File: src/rtl/program_loader_if.sv
// Byte-stream handshake into the program loader: source drives valid/data,
// loader answers with ready; a byte moves on a clock edge with valid & ready.
interface program_loader_if;
   logic       in_valid;
   logic [7:0] in_data;
   logic       in_ready;

   modport master (output in_valid, output in_data, input in_ready);
   modport slave  (input in_valid, input in_data, output in_ready);
endinterface

File: src/rtl/program_loader.sv
// Boot loader: assembles a big-endian byte stream into 16-bit words, writes them
// to instruction memory from address 0 and releases the CPU once the XOR checksum matches.
module program_loader #(
   parameter int ADDR_WIDTH = 10
) (
   input  logic                  clock,
   input  logic                  reset,
   program_loader_if.slave       in_if,
   output logic                  imem_we,
   output logic [ADDR_WIDTH-1:0] imem_addr,
   output logic [15:0]           imem_data,
   output logic                  cpu_reset,
   output logic                  done,
   output logic                  error
);

   typedef enum logic [2:0] {
      CNT_HI, CNT_LO, DAT_HI, DAT_LO, WRITE, CHK, DONE, ERR
   } state_t;

   state_t                state, state_nxt;
   logic [15:0]           count;
   logic [ADDR_WIDTH-1:0] word_idx;
   logic [7:0]            csum;
   logic [7:0]            hi_byte;
   logic                  accept;
   logic                  last_word;
   logic [15:0]           cnt_new;
   logic                  too_long;

   assign accept    = in_if.in_valid & in_if.in_ready;
   assign last_word = (32'(word_idx) == (32'(count) - 32'd1));
   assign cnt_new   = {count[15:8], in_if.in_data};
   // A full-capacity image (count == 2**ADDR_WIDTH) is legal; only beyond that overflows.
   assign too_long  = (32'(cnt_new) > (32'd1 << ADDR_WIDTH));

   always_ff @(posedge clock) begin
      if (reset) state <= CNT_HI;
      else       state <= state_nxt;
   end

   always_comb begin
      state_nxt = state;
      case (state)
         CNT_HI: if (accept) state_nxt = CNT_LO;
         CNT_LO: if (accept) begin
            if (cnt_new == 16'd0) state_nxt = CHK;
            else if (too_long)    state_nxt = ERR;
            else                  state_nxt = DAT_HI;
         end
         DAT_HI: if (accept) state_nxt = DAT_LO;
         DAT_LO: if (accept) state_nxt = WRITE;
         WRITE:  state_nxt = last_word ? CHK : DAT_HI;
         CHK:    if (accept) state_nxt = (in_if.in_data == csum) ? DONE : ERR;
         DONE:   state_nxt = DONE;
         ERR:    state_nxt = ERR;
         default: state_nxt = CNT_HI;
      endcase
   end

   always_comb begin
      in_if.in_ready = 1'b0;
      imem_we        = 1'b0;
      done           = 1'b0;
      error          = 1'b0;
      case (state)
         CNT_HI, CNT_LO, DAT_HI, DAT_LO, CHK: in_if.in_ready = ~reset;
         WRITE:   imem_we = 1'b1;
         DONE:    done    = 1'b1;
         ERR:     error   = 1'b1;
         default: ;
      endcase
      cpu_reset = ~done;
   end

   // Address and data are captured with the lo byte so they are stable during WRITE.
   always_ff @(posedge clock) begin
      if (reset) begin
         count     <= 16'd0;
         word_idx  <= '0;
         csum      <= 8'd0;
         imem_addr <= '0;
         imem_data <= 16'd0;
      end else begin
         if (accept && (state != CHK)) csum <= csum ^ in_if.in_data;
         case (state)
            CNT_HI: if (accept) count[15:8] <= in_if.in_data;
            CNT_LO: if (accept) count[7:0]  <= in_if.in_data;
            DAT_HI: if (accept) hi_byte     <= in_if.in_data;
            DAT_LO: if (accept) begin
               imem_addr <= word_idx;
               imem_data <= {hi_byte, in_if.in_data};
            end
            WRITE:  if (!last_word) word_idx <= word_idx + 1'b1;
            default: ;
         endcase
      end
   end

endmodule

File: src/flat_wrapper.sv
// flat-port wrapper written by rule: the top's interface ports become plain ports
module program_loader_flat 
#(
   parameter int ADDR_WIDTH = 10
)
  (clock, reset, imem_we, imem_addr, imem_data, cpu_reset, done, error, in_if_in_valid, in_if_in_data, in_if_in_ready);
  program_loader_if in_if_i ();
  input  logic clock;
  input  logic reset;
  output logic imem_we;
  output logic [ADDR_WIDTH-1:0] imem_addr;
  output logic [15:0] imem_data;
  output logic cpu_reset;
  output logic done;
  output logic error;
  input wire logic [$bits(in_if_i.in_valid)-1:0] in_if_in_valid;
  input wire logic [$bits(in_if_i.in_data)-1:0] in_if_in_data;
  output wire logic [$bits(in_if_i.in_ready)-1:0] in_if_in_ready;
  assign in_if_i.in_valid = in_if_in_valid;
  assign in_if_i.in_data = in_if_in_data;
  assign in_if_in_ready = in_if_i.in_ready;
  program_loader #(.ADDR_WIDTH(ADDR_WIDTH)) u_core (.clock(clock), .reset(reset), .in_if(in_if_i), .imem_we(imem_we), .imem_addr(imem_addr), .imem_data(imem_data), .cpu_reset(cpu_reset), .done(done), .error(error));
endmodule
File: config.mk
export PLATFORM = sky130hd
export DESIGN_NAME = program_loader_flat
export DESIGN_NICKNAME = d
export VERILOG_FILES = /design/src/rtl/program_loader_if.sv /design/src/rtl/program_loader.sv /design/src/flat_wrapper.sv
export SDC_FILE = /design/constraint.sdc
export NUM_CORES = 1
export LEC_CHECK = 0
export CAP_MARGIN = 10
export CORE_MARGIN = 10
export CORE_UTILIZATION = 60
export CTS_BUF_LIST = sky130_fd_sc_hd__clkbuf_4
export CTS_CLUSTER_SIZE = 8
export DETAILED_ROUTE_END_ITERATION = 8
export GPL_TIMING_DRIVEN = 0
export PLACE_DENSITY_LB_ADDON = 0.15
export SYNTH_ARGS = -nofsm -noshare
export SYNTH_HDL_FRONTEND = slang
export SYNTH_SLANG_ARGS = --single-unit
export TNS_END_PERCENT = 30
File: constraint.sdc
create_clock -name clock -period 4.3 [get_ports clock]
set_input_delay 0.43 -clock clock [delete_from_list [all_inputs] [get_ports clock]]
set_output_delay 0.43 -clock clock [all_outputs]
set_load 0.05 [all_outputs]
---- Word level (Yosys, flattened, before mapping) ----
Index checks and enable logic that the tools add are counted.
cells by class
  add/subtract/negate cells ............... 2
  magnitude comparators ................... 1
  eq/ne operators ......................... 15
  muxes and demuxes ....................... 14
  bitwise logic cells ..................... 5
  reduce and logical (&&, ||, !) cells .... 10
operators with widths
  cell                   number
  $eq 10x32->1           1
  $mux 3                 8
  $pmux 3 s8             1
  $sub 16x1->17 const B  1
  $gt 16x11->1 const B   1
  $logic_not 16->1       1
  $eq 3x3->1 const B     4
  $add 10x1->10 const B  1
  $ne 2x1->1 const B     5
  $eq 8x8->1             1
  $reduce_and 2->1       4
  $xor 8x8->8            1
  $eq 3x2->1 const B     2
  $mux 1                 5
  $reduce_and 5->1       1
  $reduce_or 5->1        1
  $eq 3x1->1 const B     1
  $logic_not 3->1        1
  $ne 3x3->1 const B     1
  $not 1->1              3
  $reduce_and 3->1       1
  $and 1x1->1            1
  $logic_and 1x1->1      1
word-level totals
  register bits after elaboration ......... 71
  input port bits ......................... 11
  output and inout port bits .............. 31
  word-level logic and storage cells ...... 55

---- Depth between registers and ports, before layout ----
Gate-level depths: netlist of the first run.
  depth after elaboration ................. 6
  gate-level depth with buffers ........... 12
  gate-level depth less buffers ........... 9

---- Least setup slack after synthesis of the first run ----
No wires, ideal clock.
  path kind ............................... reg-to-reg
  from .................................... register u_core.count[0]
  to ...................................... register u_core.word_idx[5]
  library setup time ...................... 0.121 ns
  arrival ................................. 2.523 ns
  required time ........................... 4.179 ns
  path slack .............................. 1.656 ns
  stages on the path, launching flop included .. 13
  path buffers ............................ 3
  period minus slack after synthesis ...... 2.644 ns
  cell sequence ........................... dfxtp_1 buf_2 inv_1 ha_1 clkbuf_1 xor2_1 or4_1 o21ai_1 o22ai_1 nor4_4 buf_6 nor2_1 mux2_4
on the way
  longest elaborated chain between the ends .. 4
RTL lines
  what                               RTL line              source
  start, declared                    program_loader.sv:22  logic [15:0] count;
  start signal, assigned             program_loader.sv:88  CNT_LO: if (accept) count[7:0] <= in_if.in_data;
  $sub 16x1->17                      program_loader.sv:32  assign last_word = (32'(word_idx) == (32'(count) - 32'd1));
  $eq 10x32->1                       program_loader.sv:32
  $not 1->1 (no source line)         --
  $reduce_and 2->1 (no source line)  --
  end signal, assigned               program_loader.sv:94  WRITE: if (!last_word) word_idx <= word_idx + 1'b1;
  end, declared                      program_loader.sv:23  logic [ADDR_WIDTH-1:0] word_idx;
Every way passes these cells.
A chain may end at the register's enable or synchronous reset.

---- Worst setup path in the final report of the first run ----
Same ends and word-level chain as after synthesis.

==> results.yml, run 1 <==
critical_path:
  crit_required_ns: 4.63
  crit_chain: "buf_2, inv_1, ha_1, clkbuf_1, nor2b_1, or3_1, a31oi_1, o311ai_1, nor4_4, buf_6, nor2_1, mux2_4"
  rr_worst_depth: 12
  critPathCaptureType: "register"
  cp-start-kind: "register"
  crit_type: "register to register"
  crit_path_max_incr_delay_ns: 0.48
  worstPathArrival_ns: 3.51
  worst-path-max-fanout: 10
  crit_slowest_cell: "nor4_4"
clocking:
  clk_pin_slew_ns: 0.13
  root_buffer: "clkbuf_4"
  cts-htree-levels: 3
  postCtsHoldBufs: 0
  cts_made_buffers: 9
  postCtsSetupBuffers: 0
  cts.sinks: 71
  tritoncts: "done"
  clockBufferDepth: 2
  ctsResizeCount: 0
  clk-insertion-delay-late_ns: 0.43
global_routing:
  grt_pass1_vias: 2963
  antenna_found_initial: 0
  overflow: 0
  grt_util_all_layers_pct: 20.0
  grt_max_degree: 15
  grt_pass1_wl_um: 14500
run:
  max-cap-violations: 0
hold_path:
  hp-class: "register to register"
  min_delay_path_depth: 2
placed_design:
  dpl.hpwl_um: 6400
  gp_congestion: 1.00
  io_buffers: 41
  dpl-instance-area_mm2: 0.00396
sta:
  final-setup-viol-count: 0
  rsz0062_at_grt: "false"
  fmax_mhz: 315
  worstMarginPinSlew_ns: 1.02
  tns_ns: 0
  drv_slew: 0
  slew_headroom_pct: 31.6
  hold_viol: 0
  final.period_utilization_pct: 73.9
  fin_crit_ns: 3.18
  skew_ns: 0.0101
die:
  die_y_um: 95.9
  start_util_pct: 62.4
  design.core.area_mm2: 0.00554
  num_rows: 27
  die_w_um: 95.9
  ioPinCount: 42
  die-area_mm2: 0.00920
power_and_ir_drop:
  powerDensity_mw_per_mm2: 342
  p_leak_nw: 1.48
  irDropWorstVdd_mv: 0.329
yosys:
  synth-edff-count: 8
  syn_area_per_cell_um2: 8.39
  synth-seq-cells: 71
  synth_ff_type: "dfxtp_1"
  synth_seq_area_share_pct: 43.4
  yosysUniqueCellTypes: 56
  yosys_warnings: 0
  synthArstFlopShare_pct: 0
  synth_cells: 412
  syn_nets: 425
  netlist_area_mm2: 0.00346
detailed_routing:
  wl_per_cell_um: 16.5
  dr.first_iter.drc_count: 309
  postRouteAntennaNets: 0
  wirelength_um: 8950
  route.vias.total: 3168
  drc: 0
  vias_per_cell: 5.86
  drt_pass1_iterations: 5
finish:
  drive_above_1_share_pct: 7.25
  area_growth_pct: 20.3
  nets: 477
  antenna_cells: 0
  final_cell_area_mm2: 0.00416
status:
  outcome: "complete, no violations"
[logic make-up after synthesis]
logic type      after synthesis  share of synthesized area [%]
fa+ha+maj                     2                          0.724
flops                        71                           43.4
compound gates               72                           12.3
xor+xnor                     29                           7.35
buf+inv                      34                           4.38
simple gates                191                           27.8
mux                          13                           4.02
[placed cells by master, fill, tap and decap left out, types with 8 or more instances in the layout]
cell             instances
edfxtp_1                 8
xnor2_1                 13
nor2b_1                  8
clkdlybuf4s50_1         41
mux2i_1                  9
nand3_1                 15
a21oi_1                 45
clkbuf_1                20
clkbuf_4                 9
dfxtp_1                 63
nand2_1                 82
nor2_1                  31
xor2_1                  16
[cells in the mapped netlist (4+ instances only)]
library cell | count | share of area (%)
nand2_1 | 82 | 8.9
dfxtp_1 | 63 | 36
a21oi_1 | 45 | 6.5
nor2_1 | 31 | 3.4
clkbuf_1 | 20 | 2.2
xor2_1 | 16 | 4.1
nand3_1 | 15 | 2.2
xnor2_1 | 13 | 3.3
mux2i_1 | 9 | 2.6
edfxtp_1 | 8 | 6.9
nor2b_1 | 8 | 1.4
nor3_1 | 7 | 1.0
nor4_1 | 7 | 1.3
inv_1 | 6 | 0.65
nand4_1 | 6 | 1.1
or3_1 | 6 | 1.1
nand2b_1 | 5 | 0.90
buf_2 | 4 | 0.58
o31ai_1 | 4 | 0.87
[where the power goes]
part           switching (W)  internal (W)  total (W)
Clock               0.000265      0.000302   0.000567
Combinational      0.0000977     0.0000617   0.000159
Sequential         0.0000124      0.000683   0.000696
Total               0.000375       0.00105    0.00142
[worst paths after layout]
path / startpoint / endpoint / slack (ns)
setup reg to reg: u_core.count[0] / u_core.word_idx[5] / 1.12
hold reg to reg: u_core.imem_data[10] / u_core.imem_data[10] / 0.46
setup / recovery: u_core.count[0] / u_core.word_idx[5] / 1.12
hold / removal: u_core.imem_data[10] / u_core.imem_data[10] / 0.46
[worst max-delay path: cells and delay by family (launching register included)]
family	cells	cell delay, ns
AND/OR/NAND/NOR	4	1.06
buffers and inverters	4	0.75
AO/OA/AOI/OAI	2	0.42
flip-flops	1	0.33
multiplexers	1	0.29
adder cells (fa/ha/maj)	1	0.22
[state kept, by name, indices dropped and copies added (netlist names)]
register / count
u_core.count: 16
u_core.imem_data: 16
u_core.imem_addr: 10
u_core.word_idx: 10
u_core.csum: 8
u_core.hi_byte: 8
u_core.state: 3
[layer usage]
layer,track usage (%),routed length [um],up-vias
li1,-,-,1538
met1,25.7,3810,1482
met2,32.2,4230,130
met3,3.97,705,18
met4,8.60,197,0
met5,0,0,-
[metrics by stage]
stage	setup WS [ns]	hold slack (ns)	utilization, %	total power, W	instances
global placement	1.23	0.442	71.4	0.000864	525
global route	0.985	0.480	75.1	0.00147	541
floorplan	1.66	0.461	-	0.000816	412
CTS	1.17	0.463	75.1	0.00143	541
detailed placement	1.20	0.445	71.5	0.000867	525
finish	1.12	0.464	75.1	0.00142	541
[area by class of cell]
class	count	area, um2
Buffer	28	129
Clock buffer	9	67.6
Clock inverter	7	128
Fill cell	447	1380
Inverter	6	22.5
Multi-Input combinational cell	307	1810
Sequential cell	71	1500
Tap cell	72	90.1
Timing Repair Buffer	41	410
No activity file was read; power rests on OpenSTA's default activity.
==> inputs of run 2 (changes only) <==
--- a/config.mk
+++ b/config.mk
@@ -7,7 +7,7 @@
 export LEC_CHECK = 0
 export CAP_MARGIN = 10
 export CORE_MARGIN = 10
-export CORE_UTILIZATION = 60
+export CORE_UTILIZATION = 58
 export CTS_BUF_LIST = sky130_fd_sc_hd__clkbuf_4
 export CTS_CLUSTER_SIZE = 8
 export DETAILED_ROUTE_END_ITERATION = 8
==> constraint.sdc (replaced) <==
create_clock -name clock -period 3.3 [get_ports clock]
set_input_delay 0.33 -clock clock [delete_from_list [all_inputs] [get_ports clock]]
set_output_delay 0.33 -clock clock [all_outputs]
set_load 0.05 [all_outputs]
==> run 2 against run 1 <==
Effect of this change:
- register-to-register slack worse by 0.89 ns
- clock power up 26%
- final cell count up 0.55%
- first-iteration DRC count down 31%
- largest cell class unchanged
- die area up 2.7%
- sequential power up 30%
- clock skew up 0.0032 ns
- utilization down 4.1 points
==> results.yml, run 2 (synthesis gave the netlist of run 1 again) <==
global_routing:
  grt_util_all_layers_pct: 18.9
  antenna_found_initial: 0
  grt_pass1_wl_um: 14900
  overflow: 0
  grt_max_degree: 14
  grt_pass1_vias: 2953
clocking:
  root_buffer: "clkbuf_4"
  clk_pin_slew_ns: 0.13
  cts_made_buffers: 9
  clockBufferDepth: 2
  postCtsHoldBufs: 0
  clk-insertion-delay-late_ns: 0.43
  tritoncts: "done"
  cts.sinks: 71
  ctsResizeCount: 0
  postCtsSetupBuffers: 0
  cts-htree-levels: 3
finish:
  biggestRegsByFlops: "u_core.count: 16 flops, u_core.imem_data: 16 flops"
  fillers: 463
  area_growth_pct: 20.1
  drive_above_1_share_pct: 7.25
  layout_common_cells: "82 x nand2_1, 63 x dfxtp_1, 45 x a21oi_1, 41 x clkdlybuf4s50_1, 31 x nor2_1"
  antenna_cells: 0
  nets: 477
  layout_commonest_cell: "nand2_1"
critical_path:
  crit_required_ns: 3.63
  crit_path_max_incr_delay_ns: 0.50
  worstPathArrival_ns: 3.39
  cp-start-kind: "register"
  critPathCaptureType: "register"
  worst-path-max-fanout: 10
  crit_chain: "buf_2, inv_1, ha_1, clkbuf_1, xor2_1, or4_1, o21ai_1, o22ai_1, nor4_4, buf_6, nor2_1, mux2_4"
  crit_type: "register to register"
  crit_slowest_cell: "nor4_4"
placed_design:
  io_buffers: 41
  dpl.hpwl_um: 6550
  gp_congestion: 0.916
  pre_cts_ws_ns: 0.255
sta:
  worstMarginPinSlew_ns: 1.01
  hold_viol: 0
  rsz0062_at_grt: "false"
  fin_crit_ns: 3.07
  drv_slew: 0
  final-setup-viol-count: 0
  final.period_utilization_pct: 93.0
  worst_hold_slack_ns: 0.463
  fmax_mhz: 326
  skew_ns: 0.0133
  slew_headroom_pct: 32.4
  tns_ns: 0
  fin_ws_ns: 0.231
detailed_routing:
  postRouteAntennaNets: 0
  wl_per_cell_um: 16.7
  route.vias.total: 3177
  drt_pass1_iterations: 5
  dr.first_iter.drc_count: 213
  wirelength_um: 9090
  drc: 0
  vias_per_cell: 5.84
power_and_ir_drop:
  p_sw_share_pct: 25.4
  powerDensity_mw_per_mm2: 440
  pwr-share-clk_pct: 39.1
  p_sw_w: 0.000465
  p_leak_nw: 1.47
  power.internal_w: 0.00136
  pwr-share-comb_pct: 11.3
  irDropWorstVdd_mv: 0.269
  seqPwrFrac_pct: 49.6
status:
  outcome: "complete, no violations"
die:
  design.core.area_mm2: 0.00585
  die-area_mm2: 0.00945
  die_w_um: 97.2
  num_rows: 28
  die_y_um: 97.2
  ioPinCount: 42
  start_util_pct: 59.1
hold_path:
  hp-class: "register to register"
run:
  max-cap-violations: 0
==> run 2: changes by cell type in the layout (fill, tap and decap cells not counted) <==
cell	previous run	this run
clkinv_4	2	0
clkbuf_4	9	10
inv_8	1	0
clkinv_2	0	2
==> run 2: power groups by stage <==
stage / clock network, W / logic (W) / registers, W
after floorplan: 0 / 0.000137 / 0.000926
after global placement: 0 / 0.000201 / 0.000925
after detailed placement: 0 / 0.000204 / 0.000926
after CTS: 0.000714 / 0.000205 / 0.000906
after global routing: 0.000759 / 0.000225 / 0.000909
final: 0.000714 / 0.000207 / 0.000907
==> run 2: worst paths after layout <==
check,startpoint,to,slack [ns],cells after the start
worst max-delay path,u_core.count[0],u_core.word_idx[5],0.23,12
worst min-delay path,u_core.imem_data[14],u_core.imem_data[14],0.46,2
worst max register to register,u_core.count[0],u_core.word_idx[5],0.23,12
worst min register to register,u_core.imem_data[14],u_core.imem_data[14],0.46,2
==> run 2: metrics by stage <==
stage	utilization (%)	instances	power, W	instance area (um2)
finish	71.0	544	0.00183	4150
global route	71.0	544	0.00189	4150
CTS	71.0	544	0.00183	4150
detailed placement	67.8	528	0.00113	3970
global placement	67.7	528	0.00113	3960
floorplan	-	412	0.00106	3460
==> run 2: final cells by class <==
class / instances / area (um2) / area share [%]
inverters: 6 / 22.5 / 0.542
well taps: 75 / 93.8 / 2.26
flip-flops and latches: 71 / 1500 / 36.2
repair buffers: 41 / 410 / 9.89
multi-input cells: 307 / 1810 / 43.6
clock buffers: 10 / 75.1 / 1.81
clock inverters: 6 / 109 / 2.62
plain buffers: 28 / 129 / 3.10
==> run 2: critical path, delay by kind of cell, from the launching register on <==
family | cells | cell delay (ns)
DFF | 1 | 0.32
AOI/OAI and AO/OA | 2 | 0.28
adders and majority gates | 1 | 0.21
and+or+nand+nor | 3 | 0.97
xor gates and xnor gates | 1 | 0.19
muxes | 1 | 0.28
buffers and inverters | 4 | 0.71
==> run 2: metal layers <==
layer | track usage, % | wire (um)
met5 | 0 | 0
met1 | 24.1 | 4060
met4 | 6.92 | 183
met3 | 5.48 | 589
met2 | 29.4 | 4260
==> patch (flow settings as in run 2) <==
`ADDR_WIDTH` is set to 10 in 2 places; all go to 11.
--- a/src/rtl/program_loader.sv
+++ b/src/rtl/program_loader.sv
@@ -1,7 +1,7 @@
 // Boot loader: assembles a big-endian byte stream into 16-bit words, writes them
 // to instruction memory from address 0 and releases the CPU once the XOR checksum matches.
 module program_loader #(
-   parameter int ADDR_WIDTH = 10
+   parameter int ADDR_WIDTH = 11
 ) (
    input  logic                  clock,
    input  logic                  reset,
--- a/src/flat_wrapper.sv
+++ b/src/flat_wrapper.sv
@@ -1,7 +1,7 @@
 // flat-port wrapper written by rule: the top's interface ports become plain ports
 module program_loader_flat 
 #(
-   parameter int ADDR_WIDTH = 10
+   parameter int ADDR_WIDTH = 11
 )
   (clock, reset, imem_we, imem_addr, imem_data, cpu_reset, done, error, in_if_in_valid, in_if_in_data, in_if_in_ready);
   program_loader_if in_if_i ();
Ports: changed (resized imem_addr); port bits go from 42 to 43. No check against the original RTL was run, so the function may have changed too.
==> patch against run 2 <==
Sequential cell count is 2 higher; count of clock-buffer cells in the layout unchanged; non-clock buffer count decreased by 1; sequential power is 2.8% higher; cell area fell by 0.27%; wire length fell by 4.2%; utilization decreased by 0.61 points; synthesized area increased by 1.5%; via count decreased by 2.6%; total power decreased by 11%; register-to-register slack improved by 0.11 ns; setup slack better by 0.096 ns; cell count unchanged; largest power group unchanged; highest routed layer unchanged.
==> patch: results (changes against run 2) <==
WHS 0.461 ns (was 0.463 ns); peak supply drop 0.312 mV (was 0.269 mV); Hold EP u_core.imem_addr[5] (was u_core.imem_data[14]); Post-synth top cells nand2_1, dfxtp_1, a21oi_1 (unchanged); outcome completed (unchanged); clk_skew 0.0224 ns (was 0.0133 ns); register area share after synthesis 0.439 (was 0.434); port buffer count 42 (was 41); worst-case reg-to-reg path depth 9 (was 12); CTS buffer count 9 (unchanged); wire length per cell 16.0 um (was 16.7 um); Worst path slowest cell clkdlybuf4s50_1 (was nor4_4); FILL cells 482 (was 463); Clock H-tree levels 3 (unchanged); vias in the first global route 2932 (was 2953); HPWL after DPL 6320 um (was 6550 um); Syn Nets 424 (was 425); largest net degree at the start of global routing 14 (unchanged); Slew HR 0.570 (was 0.324); hold path cells 2 (unchanged); CP max stage delay 0.85 ns (was 0.50 ns); Synth Instances 411 (was 412); R2R Path End u_core.state[1] (was u_core.word_idx[5]); largest delay contributor family on the critical path buffers and inverters (was simple AND/OR/NAND/NOR gates); Cell variety after synth 54 (was 56); Hold Path Class flip-flop to flip-flop (unchanged); RePlAce Congestion 0.879 (was 0.916); register-to-register setup slack 0.34 ns (was 0.23 ns); Crit path arrival time 2.64 ns (was 3.39 ns); Tot GR Track Use 0.179 (was 0.189); postcts setup bufs 0 (unchanged); Synth area leaders dfxtp_1, nand2_1, edfxtp_1 (unchanged); hold_sp u_core.imem_addr[5] (was u_core.imem_data[14]); Switching Power 472 uW (was 465 uW); first-pass GRT wire length 14200 um (was 14900 um); Synth warnings 0 (unchanged); Vias 3095 (was 3177); leakage 1.45 nW (was 1.47 nW); initial drt markers 246 (was 213); Detailed Routing Iterations Pass 1 4 (was 5); layout cells sized above 1 0.0746 (was 0.0725)
-- patch: cell types whose count changed after synthesis, sizes merged, moves of 3 or more --
cell    before  now
nor4        11    8
or4          3    8
buf          8    5
nand2       82   85
inv          6    9
nand2b       5    2
nor2        31   27
-- patch: how the worst max path moves through the flow --
stage	start	endpoint	slack [ns]	cells after the start
2_1_floorplan	u_core.count[0]	u_core.state[1]	0.71	9
3_3_place_gp	reset	u_core.hi_byte[2]	0.33	7
3_5_place_dp	in_if_in_valid	u_core.hi_byte[2]	0.31	7
4_1_cts	u_core.state[0]	imem_we	0.31	4
5_1_grt	u_core.state[0]	imem_we	0.16	4
6_report	u_core.state[0]	imem_we	0.33	4
-- patch: final cells by class --
cell class,count,share of cell area
buffer,26,0.0296
multi-input combinational,303,0.438
sequential,73,0.372
tap,75,0.0227
inverter,9,0.00816
clock buffer,10,0.0181
clock inverter,6,0.00997
timing repair buffer,42,0.102
-- patch: cell families after synthesis --
kind of cell               count (synthesis)  synth area share
and+or+nand+nor                          184             0.265
AOI/OAI and AO/OA                         74             0.130
DFF                                       73             0.439
buffers and inverters                     35            0.0446
xor gates and xnor gates                  31            0.0774
muxes                                     12            0.0371
adders and majority gates                  2           0.00713
-- patch: power groups by stage --
stage / Clock [mW] / Combinational [mW] / Sequential, mW
2_1_floorplan: 0 / 0.141 / 0.952
3_3_place_gp: 0 / 0.198 / 0.950
3_5_place_dp: 0 / 0.203 / 0.951
4_1_cts: 0.502 / 0.205 / 0.931
5_1_grt: 0.539 / 0.226 / 0.934
6_report: 0.497 / 0.206 / 0.932
-- patch: routing by layer --
layer / wire length [um] / GRT usage / vias up
met3: 653 / 0.0684 / 13
met5: 0 / 0 / -
met4: 157 / 0.0727 / 0
met1: 3870 / 0.218 / 1454
met2: 4030 / 0.277 / 94
li1: - / - / 1534
-- patch: stage by stage --
stage / worst slack [ns] / utilization / cell area (sq um) / cells / power [mW]
finish: 0.327 / 0.703 / 4140 / 544 / 1.63
global route: 0.163 / 0.703 / 4140 / 544 / 1.70
CTS: 0.314 / 0.703 / 4140 / 544 / 1.64
detailed placement: 0.307 / 0.684 / 4020 / 528 / 1.15
global placement: 0.333 / 0.684 / 4020 / 528 / 1.15
floorplan: 0.714 / - / 3510 / 411 / 1.09
-- patch: worst reg2reg max path, delay by kind of cell, from the launching register on --
| kind | cells | cell delay (ns) |
|---|---|---|
| AOI/OAI and AO/OA | 2 | 0.77 |
| adders and majority gates | 1 | 0.25 |
| and+or+nand+nor | 4 | 1.13 |
| DFF | 1 | 0.42 |
| buffers and inverters | 2 | 0.30 |
